===== src/rtl/seq_divider.sv =====
// seq_divider: iterative unsigned restoring divider, one quotient bit per cycle,
// trial subtraction done by the shared ripple Adder with cin=1.
module Adder #(
   parameter int WIDTH = 32
) (
   input  logic [WIDTH-1:0] a_i,
   input  logic [WIDTH-1:0] b_i,
   input  logic             cin_i,
   output logic [WIDTH-1:0] sum_o,
   output logic             overflow_o
);
   assign {overflow_o, sum_o} = a_i + b_i + {{WIDTH{1'b0}}, cin_i};
endmodule

module seq_divider #(
   parameter int WIDTH = 32
) (
   input  logic             clk,
   input  logic             rst_n,
   input  logic             start_i,
   input  logic [WIDTH-1:0] dividend_i,
   input  logic [WIDTH-1:0] divisor_i,
   output logic             busy_o,
   output logic             done_o,
   output logic [WIDTH-1:0] quotient_o,
   output logic [WIDTH-1:0] remainder_o,
   output logic             div_by_zero_o
);
   localparam int CW = $clog2(WIDTH);
   typedef enum logic [1:0] {IDLE, RUN, FINISH} state_t;
   state_t           state_q, state_d;
   logic [WIDTH-1:0] q_q, q_d, r_q, r_d, d_q, d_d;
   logic [CW-1:0]    cnt_q, cnt_d;
   logic             dz_q, dz_d;
   logic             busy_q, done_q, dbz_q;
   logic [WIDTH-1:0] quo_q, rem_q;
   logic [WIDTH:0]   rs;
   logic [WIDTH-1:0] sum;
   logic             c, acc;
   assign rs  = {r_q, q_q[WIDTH-1]};
   assign acc = rs[WIDTH] | c;
   Adder #(.WIDTH(WIDTH)) u_sub (
      .a_i       (rs[WIDTH-1:0]),
      .b_i       (~d_q),
      .cin_i     (1'b1),
      .sum_o     (sum),
      .overflow_o(c)
   );
   always_comb begin
      state_d = state_q;
      q_d     = q_q;
      r_d     = r_q;
      d_d     = d_q;
      cnt_d   = cnt_q;
      dz_d    = dz_q;
      case (state_q)
         IDLE: if (start_i) begin
            d_d     = divisor_i;
            q_d     = dividend_i;
            r_d     = '0;
            cnt_d   = '0;
            dz_d    = divisor_i == '0;
            state_d = divisor_i == '0 ? FINISH : RUN;
         end
         RUN: begin
            r_d     = acc ? sum : rs[WIDTH-1:0];
            q_d     = {q_q[WIDTH-2:0], acc};
            cnt_d   = cnt_q + 1'b1;
            state_d = cnt_q == CW'(WIDTH-1) ? FINISH : RUN;
         end
         default: state_d = IDLE;
      endcase
   end
   always_ff @(posedge clk or negedge rst_n) begin
      if (!rst_n) begin
         state_q <= IDLE;
         q_q     <= '0;
         r_q     <= '0;
         d_q     <= '0;
         cnt_q   <= '0;
         dz_q    <= 1'b0;
         busy_q  <= 1'b0;
         done_q  <= 1'b0;
         quo_q   <= '0;
         rem_q   <= '0;
         dbz_q   <= 1'b0;
      end else begin
         state_q <= state_d;
         q_q     <= q_d;
         r_q     <= r_d;
         d_q     <= d_d;
         cnt_q   <= cnt_d;
         dz_q    <= dz_d;
         busy_q  <= state_d != IDLE;
         done_q  <= state_q == FINISH;
         if (state_q == FINISH) begin
            // on divide-by-zero q still holds the untouched dividend
            quo_q <= dz_q ? '1 : q_q;
            rem_q <= dz_q ? q_q : r_q;
            dbz_q <= dz_q;
         end
      end
   end
   assign busy_o        = busy_q;
   assign done_o        = done_q;
   assign quotient_o    = quo_q;
   assign remainder_o   = rem_q;
   assign div_by_zero_o = dbz_q;
endmodule


===== config.mk =====
export PLATFORM = sky130hd
export DESIGN_NAME = seq_divider
export DESIGN_NICKNAME = d
export VERILOG_FILES = /design/src/rtl/seq_divider.sv
export SDC_FILE = /design/constraint.sdc
export NUM_CORES = 1
export LEC_CHECK = 0
export BUFFER_PORTS_ARGS = -buffer_cell sky130_fd_sc_hd__buf_2
export CAP_MARGIN = 20
export CORE_UTILIZATION = 57
export DETAILED_ROUTE_END_ITERATION = 8
export PLACE_DENSITY = 0.84
export SETUP_SLACK_MARGIN = 0.2
export SLEW_MARGIN = 30
export SYNTH_ARGS = -nofsm -noshare
export SYNTH_HDL_FRONTEND = slang
export SYNTH_SLANG_ARGS = --single-unit

===== constraint.sdc =====
create_clock -name clk -period 4.1 [get_ports clk]
set_input_delay 0.205 -clock clk [delete_from_list [all_inputs] [get_ports clk]]
set_output_delay 0.205 -clock clk [all_outputs]
set_load 0.03 [all_outputs]

Yosys cells after proc, flatten, opt, wreduce, memory -nomap -nowiden --
Index checks and enable logic that the tools add are counted.
Word-level totals: memories 0, bits in read-only memories 0, word-level logic and storage cells 39, flip-flop bits (word level) 171, input port bits 67, output and inout bits 67, bits in latches 0, bits in writable memories 0
Cells by class: muxes and demuxes 13, bitwise operators 2, multiply operators 0, eq/ne operators 4, divide/modulo/power cells 0, reductions and logical operators 6, add/sub/neg operators 3, $lt $le $gt $ge 0, shift operators 0
Operator list (number):
- two-way mux 32 bit | 5
- one-hot mux 32 bit (2 select lines) | 2
- adder 32 x 32 -> 33 bit | 1
- adder 33 x 1 -> 33 bit (second input constant) | 1
- zero test 32 bit | 1
- inverter 32 bit | 1
- one-hot mux 5 bit (2 select lines) | 1
- two-way mux 2 bit | 3
- adder 5 x 1 -> 5 bit (second input constant) | 1
- equality test 5 bit (second input constant) | 1
- two-way mux 5 bit | 1
- one-hot mux 2 bit (2 select lines) | 1
- AND reduction 2 bit | 2
- nonzero test 2 bit | 2
- equality test 2 x 1 -> 1 bit (second input constant) | 1
- equality test 2 bit (second input constant) | 1
- zero test 2 bit | 1
- inequality test 2 bit (second input constant) | 1
- OR 1 bit | 1

Depth between registers and ports, before layout --
Gate-level depths: netlist of run 1.
word-level depth 6, gate-level depth with buffers 15, gate-level depth less buffers 13

By module --
From an unflattened synthesis of run 1, not the netlist that was laid out.
Unflattened totals: cell total of the unflattened synthesis 996, area, all modules 9102.5 µm²
By module, submodules not included:
- seq_divider | area an instance 7352.1 µm², sequential area each 4279.1 µm², instances 1, cells each 752
- Adder | area an instance 1750.4 µm², sequential area each 0.0 µm², instances 1, cells each 244

Worst setup path after synthesis of run 1 --
OpenSTA, ideal clock, no wires.
path kind reg2reg, start register q_q[31], end register r_q[13], setup slack 1.065 ns, period minus slack after synthesis 3.035 ns, buffers on the path 1, arrival time 2.904 ns, library setup time 0.131 ns, stages on the path, launching flop included 15, required time 3.969 ns, cells stage by stage dfrtp_1 -> inv_1 -> ha_1 -> inv_1 -> fa_1 -> a211oi_2 -> o211ai_2 -> a41o_1 -> a41oi_2 -> a211oi_2 -> o21ai_4 -> nand2_4 -> buf_6 -> mux2i_1 -> o21ai_1
On the way: word-level cells in the longest chain between the ends 5
RTL lines:
- start: declaration | line 32 | logic [WIDTH-1:0] q_q, q_d, r_q, r_d, d_q, d_d;
- start signal: assignment | line 89 | q_q <= q_d;
- adder 32 x 32 -> 33 bit (*) | line 12 | assign {overflow_o, sum_o} = a_i + b_i + {{WIDTH{1'b0}}, cin_i};
- adder 33 x 1 -> 33 bit (*) | line 12
- OR 1 bit | line 41 | assign acc = rs[WIDTH] | c;
- two-way mux 32 bit (*) | line 66 | r_d = acc ? sum : rs[WIDTH-1:0];
- one-hot mux 32 bit (2 select lines) (*) | line 56 | case (state_q)
- end signal: assignment | line 90 | r_q <= r_d;
- end: declaration | line 32
Mark *: on every way between the ends. The rest lies on a longest branch, timed or not. A chain may end at the register's enable or synchronous reset.

Worst setup path in the final report of run 1 --
start register q_q[31], end register r_q[1]
Same word-level chain as after synthesis.

==> results of run 1 <==
worst reg2reg max path: stages (launching register included):
cell      delay (ns)
dfrtp_1         0.41
inv_1           0.09
ha_1            0.17
inv_1           0.05
fa_1            0.42
a211oi_2        0.28
o211ai_2        0.15
a41o_1          0.28
a41oi_2         0.29
a211oi_2        0.16
o21ai_4         0.31
and2_1          0.54
mux2i_1         0.26
o21ai_1         0.07
timing repair:
item / 4_1_cts / 5_1_grt
resized for setup: 0 / 0
hold buffers: 30 / 0
hold endpoints to repair: 145 / 0
logic make-up after synthesis:
logic type,after synthesis,share of synthesized area
xor+xnor,25,0.0249
buf+inv,94,0.0427
flops,171,0.487
mux,51,0.0581
fa+ha+maj,35,0.0507
compound gates,273,0.191
simple gates,310,0.145
flip-flops by register name, summed over array words and instances (netlist names):
register	count
busy_o	1
cnt_q	5
d_q	32
div_by_zero_o	1
done_o	1
dz_q	1
q_q	32
quotient_o	32
r_q	32
remainder_o	32
state_q	2
power groups by stage:
stage	sequential, mW	combinational [mW]	clock, mW
final	2.89	4.95	1.53
after global routing	2.95	5.50	1.61
after CTS	2.86	4.88	1.53
after detailed placement	2.89	4.81	0
after global placement	2.86	4.66	0
after floorplan	2.82	3.74	0
layout make-up:
type	count	area [um^2]	share of cell area
sequential	171	4280	0.409
multi-input combinational	694	4160	0.397
timing repair buffer	171	1080	0.103
clock buffer	21	470	0.0449
tap	188	235	0.0225
inverter	41	154	0.0147
clock inverter	11	85.1	0.00813
how the worst min path moves through the flow:
| stage | start | endpoint | depth (start not counted) |
|---|---|---|---|
| after floorplan | rst_n | busy_o | 0 |
| after global placement | divisor_i[30] | d_q[30] | 3 |
| after detailed placement | rst_n | d_q[6] | 1 |
| after CTS | dividend_i[3] | q_q[3] | 3 |
| after global routing | dividend_i[3] | q_q[3] | 3 |
| final | divisor_i[27] | d_q[27] | 3 |
cells in the final DEF, fill, tap and decap left out, types with 32 or more instances in the layout:
cell	n
a21oi_1	37
a22oi_1	32
buf_2	132
dfrtp_1	170
ha_1	34
inv_1	41
mux2i_1	51
nand2_1	209
nor2_1	54
o21ai_0	125
through the flow:
stage	setup slack [ns]	std cells	area (um^2)	total power, mW	hold slack [ns]
global route	0.251	1297	10500	10.1	0.00183
CTS	0.506	1296	10400	9.27	0.000269
global placement	0.573	1233	9550	7.52	0.429
floorplan	1.06	959	8790	6.56	-0.0906
finish	0.485	1297	10500	9.37	-0.00547
detailed placement	0.539	1234	9580	7.70	0.350
metal layers:
metal	track usage	routed length, um
met5	0	0
met4	0.108	347
met3	0.0510	1460
met2	0.423	9730
met1	0.402	10000
==> impl_metrics.xml, run 1 <==
<?xml version="1.0" encoding="UTF-8"?>
<metrics>
  <group name="outcome">
    <metric name="status" unit="">finished with violations</metric>
    <metric name="violations" unit="">hold timing</metric>
  </group>
  <group name="sta">
    <metric name="whs" unit="ns">-0.00547</metric>
    <metric name="max_clock_freq" unit="MHz">277</metric>
    <metric name="slew-limit-headroom" unit="">0.398</metric>
    <metric name="grt_setup_unrepaired" unit="">false</metric>
    <metric name="report.final.hold_viol_count" unit="">4</metric>
    <metric name="timing.final.setup_violations" unit="">0</metric>
    <metric name="final.min_clock_period" unit="ns">3.62</metric>
    <metric name="finClkSkew" unit="ns">0.00731</metric>
    <metric name="tightest_slew" unit="ns">0.903</metric>
    <metric name="slew_viol_final" unit="">0</metric>
    <metric name="post-route-period-util" unit="">0.882</metric>
    <metric name="tns" unit="ns">0</metric>
  </group>
  <group name="routing">
    <metric name="routed_len_inst" unit="um">16.6</metric>
    <metric name="drt_pass1_iterations" unit="">5</metric>
    <metric name="drcViolationCount" unit="">0</metric>
    <metric name="routed-via-count" unit="">7519</metric>
    <metric name="routed_via_density" unit="">5.80</metric>
    <metric name="drt_initial_violations" unit="">695</metric>
    <metric name="totalWireLength" unit="mm">21.6</metric>
    <metric name="ant_nets" unit="">0</metric>
  </group>
  <group name="logic_synthesis">
    <metric name="predominant_post_synthesis_flop_cell" unit="">dfrtp_1</metric>
    <metric name="cell_with_the_most_instances_after_synthesis" unit="">nand2_1</metric>
    <metric name="postSynth.asyncResetShare" unit="">1.00</metric>
    <metric name="netlist_top_cells_area" unit="">dfrtp_1 49%, nand2_1 8.9%, o21ai_0 7.1%</metric>
    <metric name="synth.yosys.warnings" unit="">0</metric>
    <metric name="syn_area_per_cell" unit="um^2">9.16</metric>
    <metric name="post_synth_most_frequent_cells" unit="">209 x nand2_1, 171 x dfrtp_1, 125 x o21ai_0</metric>
    <metric name="syn_inst" unit="">959</metric>
    <metric name="synthDistinctLibCells" unit="">54</metric>
    <metric name="yosysSeqAreaShare" unit="">0.487</metric>
    <metric name="synth_edf_count" unit="">0</metric>
    <metric name="synth_largest_type_area_fraction" unit="">0.487</metric>
    <metric name="synthesis.area" unit="um^2">8790</metric>
    <metric name="yosysTopAreaCell" unit="">dfrtp_1</metric>
    <metric name="synth-seq-cells" unit="">171</metric>
    <metric name="post_synthesis_net_count" unit="">1061</metric>
  </group>
  <group name="worst_setup_path">
    <metric name="worstPathArrival" unit="ns">3.92</metric>
    <metric name="worstPathBufferInverterCount" unit="">2</metric>
    <metric name="crit_fanout" unit="">15</metric>
    <metric name="critical_path.max_stage_delay" unit="ns">0.53</metric>
    <metric name="r2r_cells" unit="">13</metric>
    <metric name="worstPathRequired" unit="ns">4.40</metric>
    <metric name="timing.rr.start" unit="">q_q[31]</metric>
    <metric name="cell_chain_of_the_critical_path" unit="">inv_1 -&gt; ha_1 -&gt; inv_1 -&gt; fa_1 -&gt; a211oi_2 -&gt; o211ai_2 -&gt; a41o_1 -&gt; a41oi_2 -&gt; a211oi_2 -&gt; o21ai_4 -&gt; and2_1 -&gt; mux2i_1 -&gt; o21ai_1</metric>
    <metric name="cp-start-kind" unit="">flop</metric>
    <metric name="crit_start" unit="">q_q[31]</metric>
    <metric name="path_class" unit="">flop to flop</metric>
    <metric name="timing.critical_path.to_type" unit="">flop</metric>
    <metric name="regToRegEndpoint" unit="">r_q[1]</metric>
    <metric name="critical_path_cell_count" unit="">13</metric>
    <metric name="ff2ff_setup_slack" unit="ns">0.48</metric>
    <metric name="crit_path_end" unit="">r_q[1]</metric>
    <metric name="crit_slowest_cell" unit="">and2_1</metric>
    <metric name="path_delay_family" unit="">compound AO/OA/AOI/OAI gates</metric>
  </group>
  <group name="die">
    <metric name="pin_count" unit="">134</metric>
    <metric name="die_width" unit="um">126</metric>
    <metric name="die_h" unit="um">126</metric>
    <metric name="dieArea" unit="um^2">15900</metric>
    <metric name="num_rows" unit="">45</metric>
    <metric name="starting_density_of_the_core" unit="">0.580</metric>
    <metric name="core-area" unit="um^2">15100</metric>
  </group>
  <group name="global_routing">
    <metric name="grt_first_pass_wirelength" unit="mm">34.9</metric>
    <metric name="grt.total_usage" unit="">0.280</metric>
    <metric name="grt_start_max_net_pins" unit="">118</metric>
    <metric name="overflow" unit="">0</metric>
    <metric name="first_global_vias" unit="">6923</metric>
    <metric name="number_of_antenna_violations_at_the_first_check_in_global_routing" unit="">0</metric>
  </group>
  <group name="pwr">
    <metric name="switching_power" unit="mW">4.18</metric>
    <metric name="vdd_drop_max" unit="V">0.000509</metric>
    <metric name="clock_power_share" unit="">0.163</metric>
    <metric name="power_leakage" unit="nW">5.00</metric>
    <metric name="share_comb_of_total_power" unit="">0.528</metric>
    <metric name="power_density" unit="nW/um^2">895</metric>
    <metric name="sequentialPowerShare" unit="">0.309</metric>
    <metric name="cell_internal_pwr" unit="mW">5.18</metric>
    <metric name="power.share.switching" unit="">0.447</metric>
  </group>
  <group name="place">
    <metric name="detailed_place_hpwl" unit="mm">14.5</metric>
    <metric name="global_placement_routability_congestion" unit="">0.888</metric>
    <metric name="port_buffers" unit="">133</metric>
  </group>
  <group name="clock_tree">
    <metric name="cts_made_buffers" unit="">17</metric>
    <metric name="post-cts-setup-buffers" unit="">0</metric>
    <metric name="cts.htree.levels" unit="">4</metric>
    <metric name="clock_latency_on_the_worst_skew_pair" unit="ns">0.44</metric>
    <metric name="tritoncts" unit="">built</metric>
    <metric name="clk_pin_slew_worst_paths" unit="ns">0.07</metric>
    <metric name="root_buffer_cell" unit="">clkbuf_16</metric>
    <metric name="cts_sink_count" unit="">171</metric>
    <metric name="cts_max_path_buffers" unit="">2</metric>
  </group>
  <group name="final_layout">
    <metric name="post_route_cells_drive_above_1_share" unit="">0.171</metric>
    <metric name="layout-area-overhead-vs-synth" unit="%">19.1</metric>
    <metric name="layout.core_utilization" unit="">0.691</metric>
    <metric name="antennaDiodeCount" unit="">0</metric>
    <metric name="final_nets" unit="">1198</metric>
    <metric name="fillCellCount" unit="">1188</metric>
  </group>
  <group name="flow_run">
    <metric name="cap_viol_max_count" unit="">0</metric>
  </group>
  <group name="hold_path">
    <metric name="hold_path_class" unit="">input port to flop</metric>
  </group>
</metrics>
Power figures use the tool's default switching activity.
==> inputs of run 2 (changes only) <==
- PLACE_DENSITY: 0.84 -> 0.89
==> impl_metrics.xml, run 2 (same netlist as run 1, synthesis figures left out) <==
<?xml version="1.0" encoding="UTF-8"?>
<metrics>
  <group name="worst_setup_path">
    <metric name="crit_slowest_cell" unit="">fa_1</metric>
    <metric name="worstPathArrival" unit="ns">3.89</metric>
    <metric name="worstPathRequired" unit="ns">4.40</metric>
    <metric name="cell_chain_of_the_critical_path" unit="">inv_1 -&gt; ha_1 -&gt; inv_1 -&gt; fa_1 -&gt; a211oi_2 -&gt; o211ai_2 -&gt; a41o_1 -&gt; a41oi_2 -&gt; a211oi_2 -&gt; o21ai_4 -&gt; and2_2 -&gt; mux2i_1 -&gt; o21ai_1</metric>
    <metric name="timing.critical_path.to_type" unit="">flop</metric>
    <metric name="path_class" unit="">flop to flop</metric>
    <metric name="crit_fanout" unit="">15</metric>
    <metric name="worstPathBufferInverterCount" unit="">2</metric>
    <metric name="critical_path.max_stage_delay" unit="ns">0.43</metric>
    <metric name="path_delay_family" unit="">compound AO/OA/AOI/OAI gates</metric>
    <metric name="cp-start-kind" unit="">flop</metric>
  </group>
  <group name="global_routing">
    <metric name="grt_start_max_net_pins" unit="">111</metric>
    <metric name="first_global_vias" unit="">7151</metric>
    <metric name="grt.total_usage" unit="">0.288</metric>
    <metric name="overflow" unit="">0</metric>
    <metric name="number_of_antenna_violations_at_the_first_check_in_global_routing" unit="">0</metric>
    <metric name="grt_first_pass_wirelength" unit="mm">35.9</metric>
  </group>
  <group name="routing">
    <metric name="routed-via-count" unit="">7708</metric>
    <metric name="drt_initial_violations" unit="">664</metric>
    <metric name="routed_len_inst" unit="um">17.3</metric>
    <metric name="routed_via_density" unit="">6.02</metric>
    <metric name="totalWireLength" unit="mm">22.1</metric>
    <metric name="drcViolationCount" unit="">0</metric>
    <metric name="ant_nets" unit="">0</metric>
    <metric name="drt_pass1_iterations" unit="">5</metric>
  </group>
  <group name="pwr">
    <metric name="switching_power" unit="mW">4.32</metric>
    <metric name="sequentialPowerShare" unit="">0.302</metric>
    <metric name="vdd_drop_max" unit="V">0.000459</metric>
    <metric name="total_power" unit="mW">9.61</metric>
    <metric name="power_leakage" unit="nW">4.94</metric>
    <metric name="cell_internal_pwr" unit="mW">5.29</metric>
    <metric name="share_comb_of_total_power" unit="">0.526</metric>
    <metric name="clock_power_share" unit="">0.172</metric>
    <metric name="power_density" unit="nW/um^2">932</metric>
    <metric name="power.share.switching" unit="">0.449</metric>
  </group>
  <group name="die">
    <metric name="core-area" unit="um^2">15100</metric>
    <metric name="num_rows" unit="">45</metric>
    <metric name="starting_density_of_the_core" unit="">0.580</metric>
    <metric name="pin_count" unit="">134</metric>
    <metric name="die_h" unit="um">126</metric>
    <metric name="dieArea" unit="um^2">15900</metric>
    <metric name="die_width" unit="um">126</metric>
  </group>
  <group name="sta">
    <metric name="post-route-period-util" unit="">0.877</metric>
    <metric name="tightest_slew" unit="ns">0.902</metric>
    <metric name="slew_viol_final" unit="">0</metric>
    <metric name="finClkSkew" unit="ns">0.0111</metric>
    <metric name="max_clock_freq" unit="MHz">278</metric>
    <metric name="report.final.hold_viol_count" unit="">0</metric>
    <metric name="final.min_clock_period" unit="ns">3.59</metric>
    <metric name="grt_setup_unrepaired" unit="">false</metric>
    <metric name="timing.final.setup_violations" unit="">0</metric>
    <metric name="slew-limit-headroom" unit="">0.399</metric>
    <metric name="tns" unit="ns">0</metric>
  </group>
  <group name="flow_run">
    <metric name="cap_viol_max_count" unit="">0</metric>
  </group>
  <group name="place">
    <metric name="placement.cell_area" unit="um^2">9570</metric>
    <metric name="detailed_place_hpwl" unit="mm">15.0</metric>
    <metric name="port_buffers" unit="">133</metric>
    <metric name="number_of_placed_instances_with_taps_included" unit="">1235</metric>
    <metric name="global_placement_routability_congestion" unit="">0.890</metric>
  </group>
  <group name="final_layout">
    <metric name="final-seq-area" unit="um^2">4280</metric>
    <metric name="finish.cell_count_without_fillers" unit="">1280</metric>
    <metric name="antennaDiodeCount" unit="">0</metric>
    <metric name="final_nets" unit="">1182</metric>
    <metric name="multi_input_area" unit="um^2">4160</metric>
    <metric name="fillCellCount" unit="">1129</metric>
    <metric name="post_route_cells_drive_above_1_share" unit="">0.173</metric>
    <metric name="commonest_cells_after_routing_fill_and_taps_aside" unit="">209 x nand2_1, 170 x dfrtp_1, 132 x buf_2</metric>
    <metric name="layout.cells.most_common" unit="">nand2_1</metric>
    <metric name="layout-area-overhead-vs-synth" unit="%">17.4</metric>
    <metric name="stdcell_area" unit="um^2">10300</metric>
  </group>
  <group name="clock_tree">
    <metric name="cts.htree.levels" unit="">4</metric>
    <metric name="clock_latency_on_the_worst_skew_pair" unit="ns">0.43</metric>
    <metric name="root_buffer_cell" unit="">clkbuf_16</metric>
    <metric name="post-cts-setup-buffers" unit="">0</metric>
    <metric name="clk_pin_slew_worst_paths" unit="ns">0.07</metric>
    <metric name="cts_made_buffers" unit="">17</metric>
    <metric name="tritoncts" unit="">built</metric>
    <metric name="cts_sink_count" unit="">171</metric>
    <metric name="cts_max_path_buffers" unit="">2</metric>
  </group>
  <group name="hold_path">
    <metric name="hold_path_class" unit="">input port to flop</metric>
  </group>
  <group name="outcome">
    <metric name="status" unit="">complete, no violations</metric>
  </group>
</metrics>
[run 2: cell types whose count changed in the layout (fill, tap and decap cells not counted), sizes merged]
| cell | previous run | this run |
|---|---|---|
| bufinv | 0 | 3 |
| clkinv | 5 | 3 |
| clkbuf | 21 | 20 |
| dlygate4sd3 | 30 | 14 |
| buf | 141 | 140 |
| inv | 44 | 45 |
| clkinvlp | 3 | 2 |
[run 2: timing repair]
| action | 4_1_cts | 5_1_grt |
|---|---|---|
| setup endpoints to repair | 0 | 5 |
| hold endpoints to repair | 121 | 0 |
| hold buffers | 14 | 0 |
| resized for setup | 0 | 1 |
[run 2: layout make-up]
class | instances | share of cell area
clock buffers | 19 | 0.0420
clock inverters | 12 | 0.0158
inverters | 41 | 0.0149
multi-input cells | 694 | 0.403
flip-flops and latches | 171 | 0.415
well taps | 188 | 0.0228
repair buffers | 155 | 0.0860
[run 2: metrics by stage]
step	hold slack (ns)	utilization	setup slack, ns
2_1_floorplan	-0.0906	-	1.06
3_3_place_gp	0.396	0.630	0.605
3_5_place_dp	0.395	0.632	0.474
4_1_cts	0.000637	0.680	0.362
5_1_grt	0.0104	0.681	0.279
6_report	0.000566	0.681	0.506
[run 2: per-layer routing]
metal / vias up / GRT usage / share of wire
li1: 3577 / - / -
met1: 3682 / 0.402 / 0.44
met5: - / 0 / 0
met2: 393 / 0.456 / 0.46
met3: 56 / 0.0408 / 0.077
met4: 0 / 0.111 / 0.028
[run 2: worst paths after layout]
check	to	depth (start not counted)	start	slack [ns]
max	r_q[1]	13	q_q[31]	0.51
min	d_q[25]	3	divisor_i[25]	0.0006
max reg2reg	r_q[1]	13	q_q[31]	0.51
min reg2reg	quotient_o[7]	2	quotient_o[7]	0.47
max in group asynchronous	d_q[22]	3	rst_n	2.65
min in group asynchronous	q_q[12]	2	rst_n	0.46
[run 2: power by group through the flow]
stage	registers (mW)	logic [mW]	clock network, mW
after CTS	2.87	4.96	1.65
after detailed placement	2.89	4.83	0
after floorplan	2.82	3.74	0
after global routing	2.95	5.58	1.72
final	2.90	5.06	1.65
after global placement	2.86	4.62	0
[run 2: worst register-to-register path, stage by stage, from the launching register on]
cell and delay, ns:
dfrtp_1 0.42, inv_1 0.09, ha_1 0.17, inv_1 0.05
fa_1 0.43, a211oi_2 0.31, o211ai_2 0.17, a41o_1 0.28
a41oi_2 0.30, a211oi_2 0.17, o21ai_4 0.33, and2_2 0.41
mux2i_1 0.26, o21ai_1 0.08
==> inputs of run 3 (changes only) <==
- CELL_PAD_IN_SITES_DETAIL_PLACEMENT: default -> 1
- CELL_PAD_IN_SITES_GLOBAL_PLACEMENT: default -> 1
- CORE_UTILIZATION: 57 -> 44
- PLACE_DENSITY: 0.89 -> 0.9
- clock period: 4.1 -> 3.5 ns (I/O delays scaled with it)
==> impl_metrics.xml, run 3 (same netlist as run 1, synthesis figures left out) <==
<?xml version="1.0" encoding="UTF-8"?>
<metrics>
  <group name="sta">
    <metric name="tns" unit="ns">0</metric>
    <metric name="whs" unit="ns">0.0119</metric>
    <metric name="finClkSkew" unit="ns">0.0130</metric>
    <metric name="grt_setup_unrepaired" unit="">false</metric>
    <metric name="final_critical_path_setup_slack" unit="ns">0.215</metric>
    <metric name="slew-limit-headroom" unit="">0.356</metric>
    <metric name="slew_viol_final" unit="">0</metric>
    <metric name="timing.final.setup_violations" unit="">0</metric>
    <metric name="max_clock_freq" unit="MHz">304</metric>
    <metric name="final.min_clock_period" unit="ns">3.28</metric>
    <metric name="tightest_slew" unit="ns">0.966</metric>
    <metric name="post-route-period-util" unit="">0.938</metric>
    <metric name="report.final.hold_viol_count" unit="">0</metric>
  </group>
  <group name="routing">
    <metric name="routed_via_density" unit="">5.73</metric>
    <metric name="routed-via-count" unit="">8125</metric>
    <metric name="drt_pass1_iterations" unit="">5</metric>
    <metric name="drcViolationCount" unit="">0</metric>
    <metric name="totalWireLength" unit="mm">29.2</metric>
    <metric name="routed_len_inst" unit="um">20.6</metric>
    <metric name="ant_nets" unit="">0</metric>
    <metric name="drt_initial_violations" unit="">691</metric>
  </group>
  <group name="die">
    <metric name="dieArea" unit="um^2">20500</metric>
    <metric name="core-area" unit="um^2">19500</metric>
    <metric name="pin_count" unit="">134</metric>
    <metric name="die_h" unit="um">143</metric>
    <metric name="starting_density_of_the_core" unit="">0.450</metric>
    <metric name="die_width" unit="um">143</metric>
    <metric name="num_rows" unit="">51</metric>
  </group>
  <group name="clock_tree">
    <metric name="cts_sink_count" unit="">171</metric>
    <metric name="cts_made_buffers" unit="">17</metric>
    <metric name="tritoncts" unit="">built</metric>
    <metric name="cts_max_path_buffers" unit="">2</metric>
    <metric name="cts.htree.levels" unit="">4</metric>
    <metric name="root_buffer_cell" unit="">clkbuf_16</metric>
    <metric name="clk_pin_slew_worst_paths" unit="ns">0.06</metric>
    <metric name="clock_latency_on_the_worst_skew_pair" unit="ns">0.44</metric>
  </group>
  <group name="global_routing">
    <metric name="grt_first_pass_wirelength" unit="mm">45.7</metric>
    <metric name="number_of_antenna_violations_at_the_first_check_in_global_routing" unit="">2</metric>
    <metric name="grt_start_max_net_pins" unit="">99</metric>
    <metric name="overflow" unit="">0</metric>
    <metric name="first_global_vias" unit="">8336</metric>
    <metric name="grt.total_usage" unit="">0.293</metric>
  </group>
  <group name="outcome">
    <metric name="status" unit="">complete, no violations</metric>
  </group>
  <group name="place">
    <metric name="global_placement_routability_congestion" unit="">0.893</metric>
    <metric name="placement.cell_area" unit="um^2">9710</metric>
    <metric name="port_buffers" unit="">133</metric>
    <metric name="detailed_place_hpwl" unit="mm">18.9</metric>
    <metric name="dp_slack" unit="ns">0.0986</metric>
  </group>
  <group name="worst_setup_path">
    <metric name="crit_slowest_cell" unit="">dfrtp_1</metric>
    <metric name="cell_chain_of_the_critical_path" unit="">inv_1 -&gt; ha_2 -&gt; inv_1 -&gt; fa_2 -&gt; a211oi_2 -&gt; o211ai_2 -&gt; a41o_1 -&gt; a41oi_2 -&gt; a211oi_2 -&gt; o21ai_4 -&gt; nand2_4 -&gt; mux2i_1 -&gt; o21ai_0</metric>
    <metric name="crit_fanout" unit="">19</metric>
    <metric name="timing.critical_path.to_type" unit="">flop</metric>
    <metric name="path_class" unit="">flop to flop</metric>
    <metric name="worstPathRequired" unit="ns">3.78</metric>
    <metric name="worstPathArrival" unit="ns">3.56</metric>
    <metric name="cp-start-kind" unit="">flop</metric>
    <metric name="critical_path.max_stage_delay" unit="ns">0.41</metric>
  </group>
  <group name="hold_path">
    <metric name="hold_path_class" unit="">input port to flop</metric>
  </group>
  <group name="final_layout">
    <metric name="fillCellCount" unit="">2280</metric>
    <metric name="post_route_cells_drive_above_1_share" unit="">0.185</metric>
    <metric name="layout.cells.most_common" unit="">nand2_1</metric>
    <metric name="commonest_cells_after_routing_fill_and_taps_aside" unit="">208 x nand2_1, 170 x dfrtp_1, 132 x buf_2</metric>
    <metric name="layout.core_utilization" unit="">0.561</metric>
    <metric name="layout-area-overhead-vs-synth" unit="%">24.7</metric>
    <metric name="stdcell_area" unit="um^2">11000</metric>
    <metric name="final_nets" unit="">1239</metric>
  </group>
  <group name="flow_run">
    <metric name="cap_viol_max_count" unit="">0</metric>
  </group>
  <group name="pwr">
    <metric name="vdd_drop_max" unit="V">0.000542</metric>
    <metric name="power_leakage" unit="nW">5.17</metric>
    <metric name="power_density" unit="nW/um^2">1090</metric>
  </group>
</metrics>
-- run 3: cell types whose count changed in the layout (fill, tap and decap cells not counted), moves of 2 or more --
| cell | change |
|---|---|
| buf_6 | +2 |
| bufinv_16 | -2 |
| dlygate4sd3_1 | +40 |
| clkinv_2 | +2 |
| a211oi_1 | -2 |
| buf_4 | +15 |
| a211oi_2 | +2 |
| diode_2 | +3 |
| inv_6 | -3 |
-- run 3: timing repair --
action                     CTS  global route
gates resized for setup      3             8
setup buffers                3             7
pin swaps                    2             8
hold buffers                54             0
setup endpoints to repair   21            32
hold endpoints to repair   142             0
-- run 3: layer usage --
layer	GRT usage	vias up	wire length, um
li1	-	3688	-
met3	0.0433	46	1720
met5	0	-	0
met4	0.106	0	569
met1	0.399	4075	13000
met2	0.476	316	13900
-- run 3: layout make-up --
class	instances	area, um^2	share of cell area
Inverter	41	154	0.0140
Clock inverter	10	93.8	0.00857
Clock buffer	21	450	0.0411
Sequential cell	171	4280	0.391
Antenna cell	3	7.51	0.000685
Timing Repair Buffer	212	1440	0.131
Tap cell	265	332	0.0303
Multi-Input combinational cell	694	4200	0.383
-- run 3: worst paths after layout --
kind	start	endpoint	slack, ns	cells after the start
setup / recovery	q_q[31]	r_q[8]	0.22	13
hold / removal	dividend_i[25]	q_q[25]	0.01	3
setup reg to reg	q_q[31]	r_q[8]	0.22	13
hold reg to reg	quotient_o[26]	quotient_o[26]	0.47	2
max in group asynchronous	rst_n	div_by_zero_o	2.25	4
min in group asynchronous	rst_n	remainder_o[3]	0.20	2
-- run 3: critical path, delay by kind of cell, from the launching register on --
kind / cells / cell delay [ns]
compound gates: 7 / 1.44
fa+ha+maj: 2 / 0.58
buf+inv: 2 / 0.16
flops: 1 / 0.41
mux: 1 / 0.29
simple gates: 1 / 0.24
-- run 3: power breakdown --
part           leakage, nW  internal, mW  switching, mW
Clock                0.259         0.994          0.788
Sequential            2.03          2.71          0.739
Combinational         2.88          2.62           4.09
-- run 3: per-stage QoR --
stage               power [mW]  cells
floorplan                 7.68    959
global placement          9.01   1317
detailed placement        9.40   1318
CTS                       11.5   1406
global route              12.6   1415
finish                    11.9   1417
